### src/rtl/uart_reg_bridge_pkg.sv
// Shared opcodes, FSM state encoding and helpers for the UART register bridge.
package uart_reg_bridge_pkg;

    localparam logic [7:0] OP_WR = 8'h57;
    localparam logic [7:0] OP_RD = 8'h52;

    typedef enum logic [2:0] {
        IDLE     = 3'd0,
        GET_ADDR = 3'd1,
        GET_DATA = 3'd2,
        BUS      = 3'd3,
        SEND_ACK = 3'd4,
        SEND_RD  = 3'd5,
        SEND_NAK = 3'd6,
        SEND_ERR = 3'd7
    } state_t;

    function automatic logic [7:0] sat_inc(input logic [7:0] v);
        return (v == 8'hFF) ? v : v + 8'd1;
    endfunction

endpackage

### src/rtl/uart_reg_bridge_if.sv
// UART FIFO pins plus single-master register bus, seen from the bridge (master)
// and from the UART/register side (slave).
interface uart_reg_bridge_if;
    logic       rxempty;
    logic [7:0] rdata;
    logic       rduart;
    logic       txfull;
    logic       wruart;
    logic [7:0] wdata;
    logic       reg_req;
    logic       reg_we;
    logic [7:0] reg_addr;
    logic [7:0] reg_wdata;
    logic       reg_ack;
    logic [7:0] reg_rdata;

    modport master (
        input  rxempty, rdata, txfull, reg_ack, reg_rdata,
        output rduart, wruart, wdata, reg_req, reg_we, reg_addr, reg_wdata
    );

    modport slave (
        output rxempty, rdata, txfull, reg_ack, reg_rdata,
        input  rduart, wruart, wdata, reg_req, reg_we, reg_addr, reg_wdata
    );
endinterface

### src/rtl/bridge_timeout.sv
// Cycle counter that raises expired once LIMIT-1 enabled cycles follow a clear.
// Latency: expired is a registered-count compare, valid the cycle the count lands.
// Backpressure: none; holds at LIMIT-1 until cleared.
module bridge_timeout #(
    parameter int LIMIT = 1024
) (
    input  logic clk,
    input  logic rst,
    input  logic clr,
    input  logic en,
    output logic expired
);
    localparam int W = $clog2(LIMIT);

    logic [W-1:0] cnt_q, cnt_d;

    assign expired = (cnt_q == W'(LIMIT - 1));

    always_comb begin
        cnt_d = cnt_q;
        if (clr) begin
            cnt_d = '0;
        end else if (en && !expired) begin
            cnt_d = cnt_q + 1'b1;
        end
    end

    always_ff @(posedge clk) begin
        if (rst) begin
            cnt_q <= '0;
        end else begin
            cnt_q <= cnt_d;
        end
    end
endmodule

### src/rtl/uart_reg_bridge.sv
// Byte-protocol bridge: RX FIFO commands become register bus accesses, replies go to TX FIFO.
// Latency: reg_req the cycle after the last operand pop; reply push the cycle after ack/timeout.
// Backpressure: waits on rxempty without popping; holds the reply state while txfull.
module uart_reg_bridge
    import uart_reg_bridge_pkg::*;
#(
    parameter int         TIMEOUT_CYC = 1024,
    parameter logic [7:0] ACK_BYTE    = 8'h06,
    parameter logic [7:0] NAK_BYTE    = 8'h15,
    parameter logic [7:0] ERR_BYTE    = 8'h3F
) (
    input  logic               clk,
    input  logic               rst,
    uart_reg_bridge_if.master  bus,
    output logic               busy,
    output logic [7:0]         err_cnt
);
    state_t     state_q, state_d;
    logic       is_wr_q, is_wr_d;
    logic [7:0] addr_q, addr_d;
    logic [7:0] wdat_q, wdat_d;
    logic [7:0] rd_q, rd_d;
    logic [7:0] tx_byte_q, tx_byte_d;
    logic [7:0] err_q, err_d;
    logic       pop, push, in_bus, expired;

    assign in_bus = (state_q == BUS);
    // Strobes are suppressed during reset so a stale state can never move a FIFO.
    assign pop  = !rst && !bus.rxempty && (state_q inside {IDLE, GET_ADDR, GET_DATA});
    assign push = !rst && !bus.txfull  && (state_q inside {SEND_ACK, SEND_RD, SEND_NAK, SEND_ERR});

    bridge_timeout #(.LIMIT(TIMEOUT_CYC)) u_timeout (
        .clk     (clk),
        .rst     (rst),
        .clr     (!in_bus),
        .en      (in_bus && !bus.reg_ack),
        .expired (expired)
    );

    always_comb begin
        state_d   = state_q;
        is_wr_d   = is_wr_q;
        addr_d    = addr_q;
        wdat_d    = wdat_q;
        rd_d      = rd_q;
        tx_byte_d = tx_byte_q;
        err_d     = err_q;
        case (state_q)
            IDLE: if (pop) begin
                if (bus.rdata == OP_WR || bus.rdata == OP_RD) begin
                    is_wr_d = (bus.rdata == OP_WR);
                    state_d = GET_ADDR;
                end else begin
                    tx_byte_d = ERR_BYTE;
                    err_d     = sat_inc(err_q);
                    state_d   = SEND_ERR;
                end
            end
            GET_ADDR: if (pop) begin
                addr_d  = bus.rdata;
                state_d = is_wr_q ? GET_DATA : BUS;
            end
            GET_DATA: if (pop) begin
                wdat_d  = bus.rdata;
                state_d = BUS;
            end
            BUS: if (bus.reg_ack) begin
                rd_d      = bus.reg_rdata;
                tx_byte_d = ACK_BYTE;
                state_d   = SEND_ACK;
            end else if (expired) begin
                tx_byte_d = NAK_BYTE;
                err_d     = sat_inc(err_q);
                state_d   = SEND_NAK;
            end
            SEND_ACK: if (push) begin
                tx_byte_d = rd_q;
                state_d   = is_wr_q ? IDLE : SEND_RD;
            end
            SEND_RD, SEND_NAK, SEND_ERR: if (push) begin
                state_d = IDLE;
            end
            default: state_d = IDLE;
        endcase
    end

    always_ff @(posedge clk) begin
        if (rst) begin
            state_q   <= IDLE;
            is_wr_q   <= 1'b0;
            addr_q    <= '0;
            wdat_q    <= '0;
            rd_q      <= '0;
            tx_byte_q <= '0;
            err_q     <= '0;
        end else begin
            state_q   <= state_d;
            is_wr_q   <= is_wr_d;
            addr_q    <= addr_d;
            wdat_q    <= wdat_d;
            rd_q      <= rd_d;
            tx_byte_q <= tx_byte_d;
            err_q     <= err_d;
        end
    end

    assign bus.rduart    = pop;
    assign bus.wruart    = push;
    assign bus.wdata     = tx_byte_q;
    assign bus.reg_req   = in_bus;
    assign bus.reg_we    = is_wr_q;
    assign bus.reg_addr  = addr_q;
    assign bus.reg_wdata = wdat_q;
    assign busy          = (state_q != IDLE);
    assign err_cnt       = err_q;
endmodule

### src/flat_wrapper.sv
// flat-port wrapper written by rule: the top's interface ports become plain ports
module uart_reg_bridge_flat import uart_reg_bridge_pkg::*;
#(
    parameter int         TIMEOUT_CYC = 1024,
    parameter logic [7:0] ACK_BYTE    = 8'h06,
    parameter logic [7:0] NAK_BYTE    = 8'h15,
    parameter logic [7:0] ERR_BYTE    = 8'h3F
)
  (clk, rst, busy, err_cnt, bus_rxempty, bus_rdata, bus_txfull, bus_reg_ack, bus_reg_rdata, bus_rduart, bus_wruart, bus_wdata, bus_reg_req, bus_reg_we, bus_reg_addr, bus_reg_wdata);
  uart_reg_bridge_if bus_i ();
  input  logic clk;
  input  logic rst;
  output logic busy;
  output logic [7:0] err_cnt;
  input wire logic [$bits(bus_i.rxempty)-1:0] bus_rxempty;
  input wire logic [$bits(bus_i.rdata)-1:0] bus_rdata;
  input wire logic [$bits(bus_i.txfull)-1:0] bus_txfull;
  input wire logic [$bits(bus_i.reg_ack)-1:0] bus_reg_ack;
  input wire logic [$bits(bus_i.reg_rdata)-1:0] bus_reg_rdata;
  output wire logic [$bits(bus_i.rduart)-1:0] bus_rduart;
  output wire logic [$bits(bus_i.wruart)-1:0] bus_wruart;
  output wire logic [$bits(bus_i.wdata)-1:0] bus_wdata;
  output wire logic [$bits(bus_i.reg_req)-1:0] bus_reg_req;
  output wire logic [$bits(bus_i.reg_we)-1:0] bus_reg_we;
  output wire logic [$bits(bus_i.reg_addr)-1:0] bus_reg_addr;
  output wire logic [$bits(bus_i.reg_wdata)-1:0] bus_reg_wdata;
  assign bus_i.rxempty = bus_rxempty;
  assign bus_i.rdata = bus_rdata;
  assign bus_i.txfull = bus_txfull;
  assign bus_i.reg_ack = bus_reg_ack;
  assign bus_i.reg_rdata = bus_reg_rdata;
  assign bus_rduart = bus_i.rduart;
  assign bus_wruart = bus_i.wruart;
  assign bus_wdata = bus_i.wdata;
  assign bus_reg_req = bus_i.reg_req;
  assign bus_reg_we = bus_i.reg_we;
  assign bus_reg_addr = bus_i.reg_addr;
  assign bus_reg_wdata = bus_i.reg_wdata;
  uart_reg_bridge #(.TIMEOUT_CYC(TIMEOUT_CYC), .ACK_BYTE(ACK_BYTE), .NAK_BYTE(NAK_BYTE), .ERR_BYTE(ERR_BYTE)) u_core (.clk(clk), .rst(rst), .bus(bus_i), .busy(busy), .err_cnt(err_cnt));
endmodule
### config.mk
export PLATFORM = sky130hd
export DESIGN_NAME = uart_reg_bridge_flat
export DESIGN_NICKNAME = d
export VERILOG_FILES = /design/src/rtl/uart_reg_bridge_pkg.sv /design/src/rtl/uart_reg_bridge_if.sv /design/src/rtl/bridge_timeout.sv /design/src/rtl/uart_reg_bridge.sv /design/src/flat_wrapper.sv
export SDC_FILE = /design/constraint.sdc
export NUM_CORES = 1
export LEC_CHECK = 0
export CAP_MARGIN = 15
export CORE_MARGIN = 2
export CORE_UTILIZATION = 40
export CTS_BUF_LIST = sky130_fd_sc_hd__clkbuf_4
export CTS_CLUSTER_SIZE = 28
export DETAILED_ROUTE_END_ITERATION = 16
export GPL_TIMING_DRIVEN = 0
export PLACE_DENSITY_LB_ADDON = 0.15
export SYNTH_ARGS = -nofsm -noshare
export SYNTH_HDL_FRONTEND = slang
export SYNTH_SLANG_ARGS = --single-unit
### constraint.sdc
create_clock -name clk -period 3.8 [get_ports clk]
set_input_delay 0.76 -clock clk [delete_from_list [all_inputs] [get_ports clk]]
set_output_delay 0.76 -clock clk [all_outputs]
set_load 0.005 [all_outputs]
# Word-level counts from Yosys, hierarchy flattened
# Cells that the tools add are included.
# word_totals
ff_bits,54
inputBits,21
out_inout_bits,37
word_cells,81
# classes
addsub,2
n_eq_ne,20
n_mux,23
bitwise_logic,1
reduce_logical,27
# ops
cell,n
8-bit two-way mux,10
3-bit two-way mux,9
8-bit one-hot mux with 3 select lines,1
3-bit one-hot mux with 6 select lines,1
"8-bit by 7-bit equality test with 1-bit output, second input constant",2
"2-bit != test, second input constant",8
8-bit one-hot mux with 2 select lines,1
"3-bit equality test, second input constant",4
"10-bit by 1-bit adder with 10-bit output, second input constant",1
"10-bit equality test, second input constant",1
5-bit AND reduction,2
3-bit nonzero test,3
"8-bit by 1-bit adder with 8-bit output, second input constant",1
"8-bit equality test, second input constant",1
"3-bit by 2-bit equality test with 1-bit output, second input constant",2
1-bit logical AND,6
2-bit AND reduction,3
6-bit AND reduction,1
1-bit zero test,5
4-bit nonzero test,1
"3-bit by 1-bit equality test with 1-bit output, second input constant",1
3-bit zero test,1
"3-bit != test, second input constant",1
3-bit AND reduction,1
other kinds (6),6

# Depth between registers and ports, before layout
# Gate-level depths: netlist of the first run.
# logic_depth
ltp_word,5
ltp_mapped,7

# By module
# A second synthesis of the first run with hierarchy kept.
# unflattened
cells_unflattened,288
hier_area_um2,2633.8
# modules_own_cells
mod,instances,cells_per_inst,area_each_um2
uart_reg_bridge,1,229,2090.8
bridge_timeout,1,59,543.0

# Worst setup path before layout of the first run
# OpenSTA, ideal clock, no wires.
# synth_path
path_type,in2reg
start,in rst
end,"reg u_core.err_q[6], in the netlist u_core.err_cnt[6]"
setup_time_ps,70
arrival_ps,2125
slack_ps,1605
path_stages,6
n_path_buf,1
cell_sequence,nor2_1 -> a2bb2oi_1 -> a311o_1 -> buf_6 -> or4_1 -> a21oi_1
# synth_via
elab_chain_cells,5
# synth_lines
item,line_no,source
start: declaration,flat_wrapper.sv:12,input logic rst;
1-bit zero test,uart_reg_bridge.sv:29,"assign pop = !rst && !bus.rxempty && (state_q inside {IDLE, GET_ADDR, GET_DATA});"
1-bit logical AND (2 in a row),uart_reg_bridge.sv:29,
2-bit != test (no line),n/a,
5-bit AND reduction (no line),n/a,
end signal: assignment,uart_reg_bridge.sv:103,err_q <= err_d;
end: declaration,uart_reg_bridge.sv:24,"logic [7:0] err_q, err_d;"
# Parallel ways exist; a longest one is shown, timed or not.
# A chain may end at the register's enable or synchronous reset.

# Worst setup path after layout of the first run
# layout_path
start,in rst
end,out bus_wruart
# layout_via
elab_chain_cells,3
# layout_lines
item,line_no,source
1-bit zero test,uart_reg_bridge.sv:30,"assign push = !rst && !bus.txfull && (state_q inside {SEND_ACK, SEND_RD, SEND_NAK, SEND_ERR});"
1-bit logical AND (2 in a row),uart_reg_bridge.sv:30,
end: declaration,flat_wrapper.sv:21,output wire logic [$bits(bus_i.wruart)-1:0] bus_wruart;
# Every way passes these cells.

==> impl_metrics.tcl, run 1 <==
set metrics [dict create \
    outcome "completed" \
    ios 58 \
    cpPeakStageDelay_ps 470 \
    layout-drive-gt1-share_pct 4.20 \
    cts.path.max_buffers 2 \
    timing.final.crit_period_ps 3380 \
    grt_max_degree 16 \
    grt_first_pass_wirelength_mm 9.87 \
    cp_slowest_cell "clkdlybuf4s50_1" \
    cts_tree "done" \
    port_buffers 57 \
    rsz0062_at_grt "no" \
    finalHoldViolations 0 \
    cp_top_family "buffers and inverters" \
    path_clk_slew_ps 140 \
    cp_num_buf_inv 4 \
    postLayoutCoreUtil_pct 53.9 \
    fill_cells 586 \
    crit_chain "clkdlybuf4s50_1, clkbuf_1, clkbuf_1, nor3b_1, clkdlybuf4s50_1" \
    wl_per_cell_um 13.5 \
    cts.sinks 54 \
    min_period_over_period_pct 88.9 \
    crit_fanout 10 \
    yosysWarnings 0 \
    ant_nets 0 \
    layout-area-overhead-vs-synth_pct 30.8 \
    fin_total_pwr_mw 1.66 \
    die_area_um2 6700 \
    ys_types 50 \
    dr.pass1.iters 5 \
    die_y_um 81.8 \
    maxCapViolCount 0 \
    min_path_type "reg2reg" \
    routed_via_density 5.23 \
    placedInstanceArea_um2 3090 \
    cts-resized-gates 0 \
    gr-total-overflow 0 \
    antenna_found_initial 0 \
    start_kind "input port" \
    fin_area_um2 3170 \
    ys_ff_latch 54 \
    vias 2260 \
    irDropWorstVdd_mv 0.331 \
    cts-htree-levels 2 \
    power_density_nw_per_um2 525 \
    dp_hpwl_mm 4.25 \
    drc 0 \
    finalSetupTns_ps 0 \
    place.gp.congestion 0.790 \
    synth_top_flop_cell "dfxtp_1" \
    syn_area_per_cell_um2 8.30 \
    clk_latency_ps 360 \
    clock-root-buffer "clkbuf_4" \
    tightest_slew_ps 790 \
    yosysSeqAreaShare_pct 44.6 \
    synthArstFlopShare_pct 0 \
    core_area_um2 5890 \
    finalSetupViolations 0 \
    cts_buffers 5 \
    p_leak_nw 1.16 \
    synth_edf_count 0 \
    seqCellArea_um2 1080 \
    path_class "in2out" \
    cp.arrival_ps 2620 \
    final_cells 432 \
    wl_mm 5.82 \
    multi_input_comb_area_um2 1270 \
    synthCells 292 \
    final_max_slew_viol_count 0 \
    fmax_mhz 296 \
    antenna_cells 0 \
    required_ps 3040 \
    grt_usage_pct 18.7 \
    start_util_pct 41.2 \
    fin_nets 379 \
    grt_pass1_vias 2149 \
    dp_cells 424 \
    syn_nets 315 \
    slew_headroom_pct 46.7 \
    drt-initial-drc-count 68 \
    skew_ps 9.41 \
    cp-end-kind "output pin" \
    cts_setup_buffers 0 \
    die_x_um 81.8 \
    rows 28 \
    cts_hold_buf 0 \
    synth_area_um2 2420 \
]
==> worst min-delay path: stages, from the launching register on <==
cell and delay [ps]:
dfxtp_1 330, nand2_1 50, a21oi_1 50
==> metrics by stage <==
step | setup slack (ps) | hold slack [ps]
global placement | 437 | 440
CTS | 414 | 466
detailed placement | 412 | 445
finish | 423 | 464
floorplan | 1600 | 433
global route | 273 | 487
==> final cells by class <==
cell class / count / area share, %
sequential: 54 / 34.1
inverter: 4 / 0.474
clock buffer: 7 / 1.66
multi-input combinational: 220 / 39.9
clock inverter: 1 / 0.947
tap: 75 / 2.96
timing repair buffer: 57 / 18.0
buffer: 14 / 1.93
==> cell families after synthesis <==
logic type,share of synthesized area (%)
AO/OA/AOI/OAI,13.7
buffers and inverters,3.15
adder cells (fa/ha/maj),1.03
AND/OR/NAND/NOR,29.6
multiplexers,4.70
flip-flops,44.6
XOR/XNOR,3.25
==> routing by layer <==
layer / up-vias / GRT usage (%) / wire [um]
li1: 1161 / - / -
met1: 1042 / 25.3 / 2800
met2: 52 / 30.2 / 2650
met3: 5 / 3.96 / 316
met5: - / 0 / 0
met4: 0 / 5.00 / 53
==> placed cells by master (no fill, tap or decap), drive strengths merged, types with 8 or more instances in the layout <==
cell and count:
o31ai 9, o21ai 9, clkdlybuf4s50 57, nand2 63, clkbuf 19, mux2i 8
dfxtp 54, nand3 27, nor2 17, a21oi 19
==> cells in the mapped netlist (2+ instances only) <==
cell / count / area, um2
and2_1: 3 / 18.8
o21ai_0: 9 / 45.0
mux2_1: 3 / 33.8
xor2_1: 3 / 26.3
a21oi_1: 19 / 95.1
mux2i_1: 8 / 80.1
o311ai_0: 3 / 26.3
and3b_1: 2 / 17.5
and3_1: 3 / 18.8
or3_1: 4 / 25.0
or4_1: 6 / 45.0
nor2_1: 16 / 60.1
nand3b_1: 2 / 15.0
o31ai_1: 9 / 67.6
ha_1: 2 / 25.0
xnor2_1: 6 / 52.6
nand3_1: 27 / 135
clkbuf_1: 12 / 45.0
nor2b_1: 4 / 25.0
inv_1: 3 / 11.3
nor3_1: 5 / 25.0
dfxtp_1: 54 / 1080
nand2_1: 62 / 233
==> flip-flops by register name, summed over array words and instances (netlist names) <==
register / count
u_core.bus.reg_wdata: 8
u_core.rd_q: 8
u_core.err_cnt: 8
u_core.state_q: 3
u_core.bus.reg_addr: 8
u_core.bus.wdata: 8
u_core.bus.reg_we: 1
u_core.u_timeout.cnt_q: 10
==> worst paths after layout <==
check	cells past startpoint	from	slack, ps	to
hold / removal	2	u_core.rd_q[3]	460	u_core.rd_q[3]
setup / recovery	5	rst	420	bus_wruart
setup reg to reg	6	u_core.err_cnt[0]	1720	u_core.err_cnt[6]
hold reg to reg	2	u_core.rd_q[3]	460	u_core.rd_q[3]
==> where the power goes <==
part | internal (mW) | switching, mW
clock network | 0.154 | 0.170
registers | 0.647 | 0.0474
logic | 0.311 | 0.334
(Power assumes the default switching activity.)
==> run 2: changes to the inputs <==
==> constraint.sdc (replaced) <==
create_clock -name clk -period 3.7 [get_ports clk]
set_input_delay 0.74 -clock clk [delete_from_list [all_inputs] [get_ports clk]]
set_output_delay 0.74 -clock clk [all_outputs]
set_load 0.005 [all_outputs]
==> results of run 2 <==
Same layout as run 1 (identical final DEF). Status: completed.
Among the figures that moved: setup slack after placement 412 ps -> 352 ps; setup slack after layout 423 ps -> 363 ps; register-to-register setup slack 1720 ps -> 1620 ps; total power 1.66 mW -> 1.71 mW; worst IR drop on VDD 0.331 mV -> 0.340 mV
==> run 3: changes to the inputs <==
==> constraint.sdc (replaced) <==
create_clock -name clk -period 4.1 [get_ports clk]
set_input_delay 0.82 -clock clk [delete_from_list [all_inputs] [get_ports clk]]
set_output_delay 0.82 -clock clk [all_outputs]
set_load 0.005 [all_outputs]
==> results of run 3 <==
Same layout as run 1 (identical final DEF). Status: completed.
Among the figures that moved: setup slack after placement 412 ps -> 592 ps; setup slack after layout 423 ps -> 603 ps; register-to-register setup slack 1720 ps -> 2020 ps; total power 1.66 mW -> 1.54 mW; worst IR drop on VDD 0.331 mV -> 0.307 mV
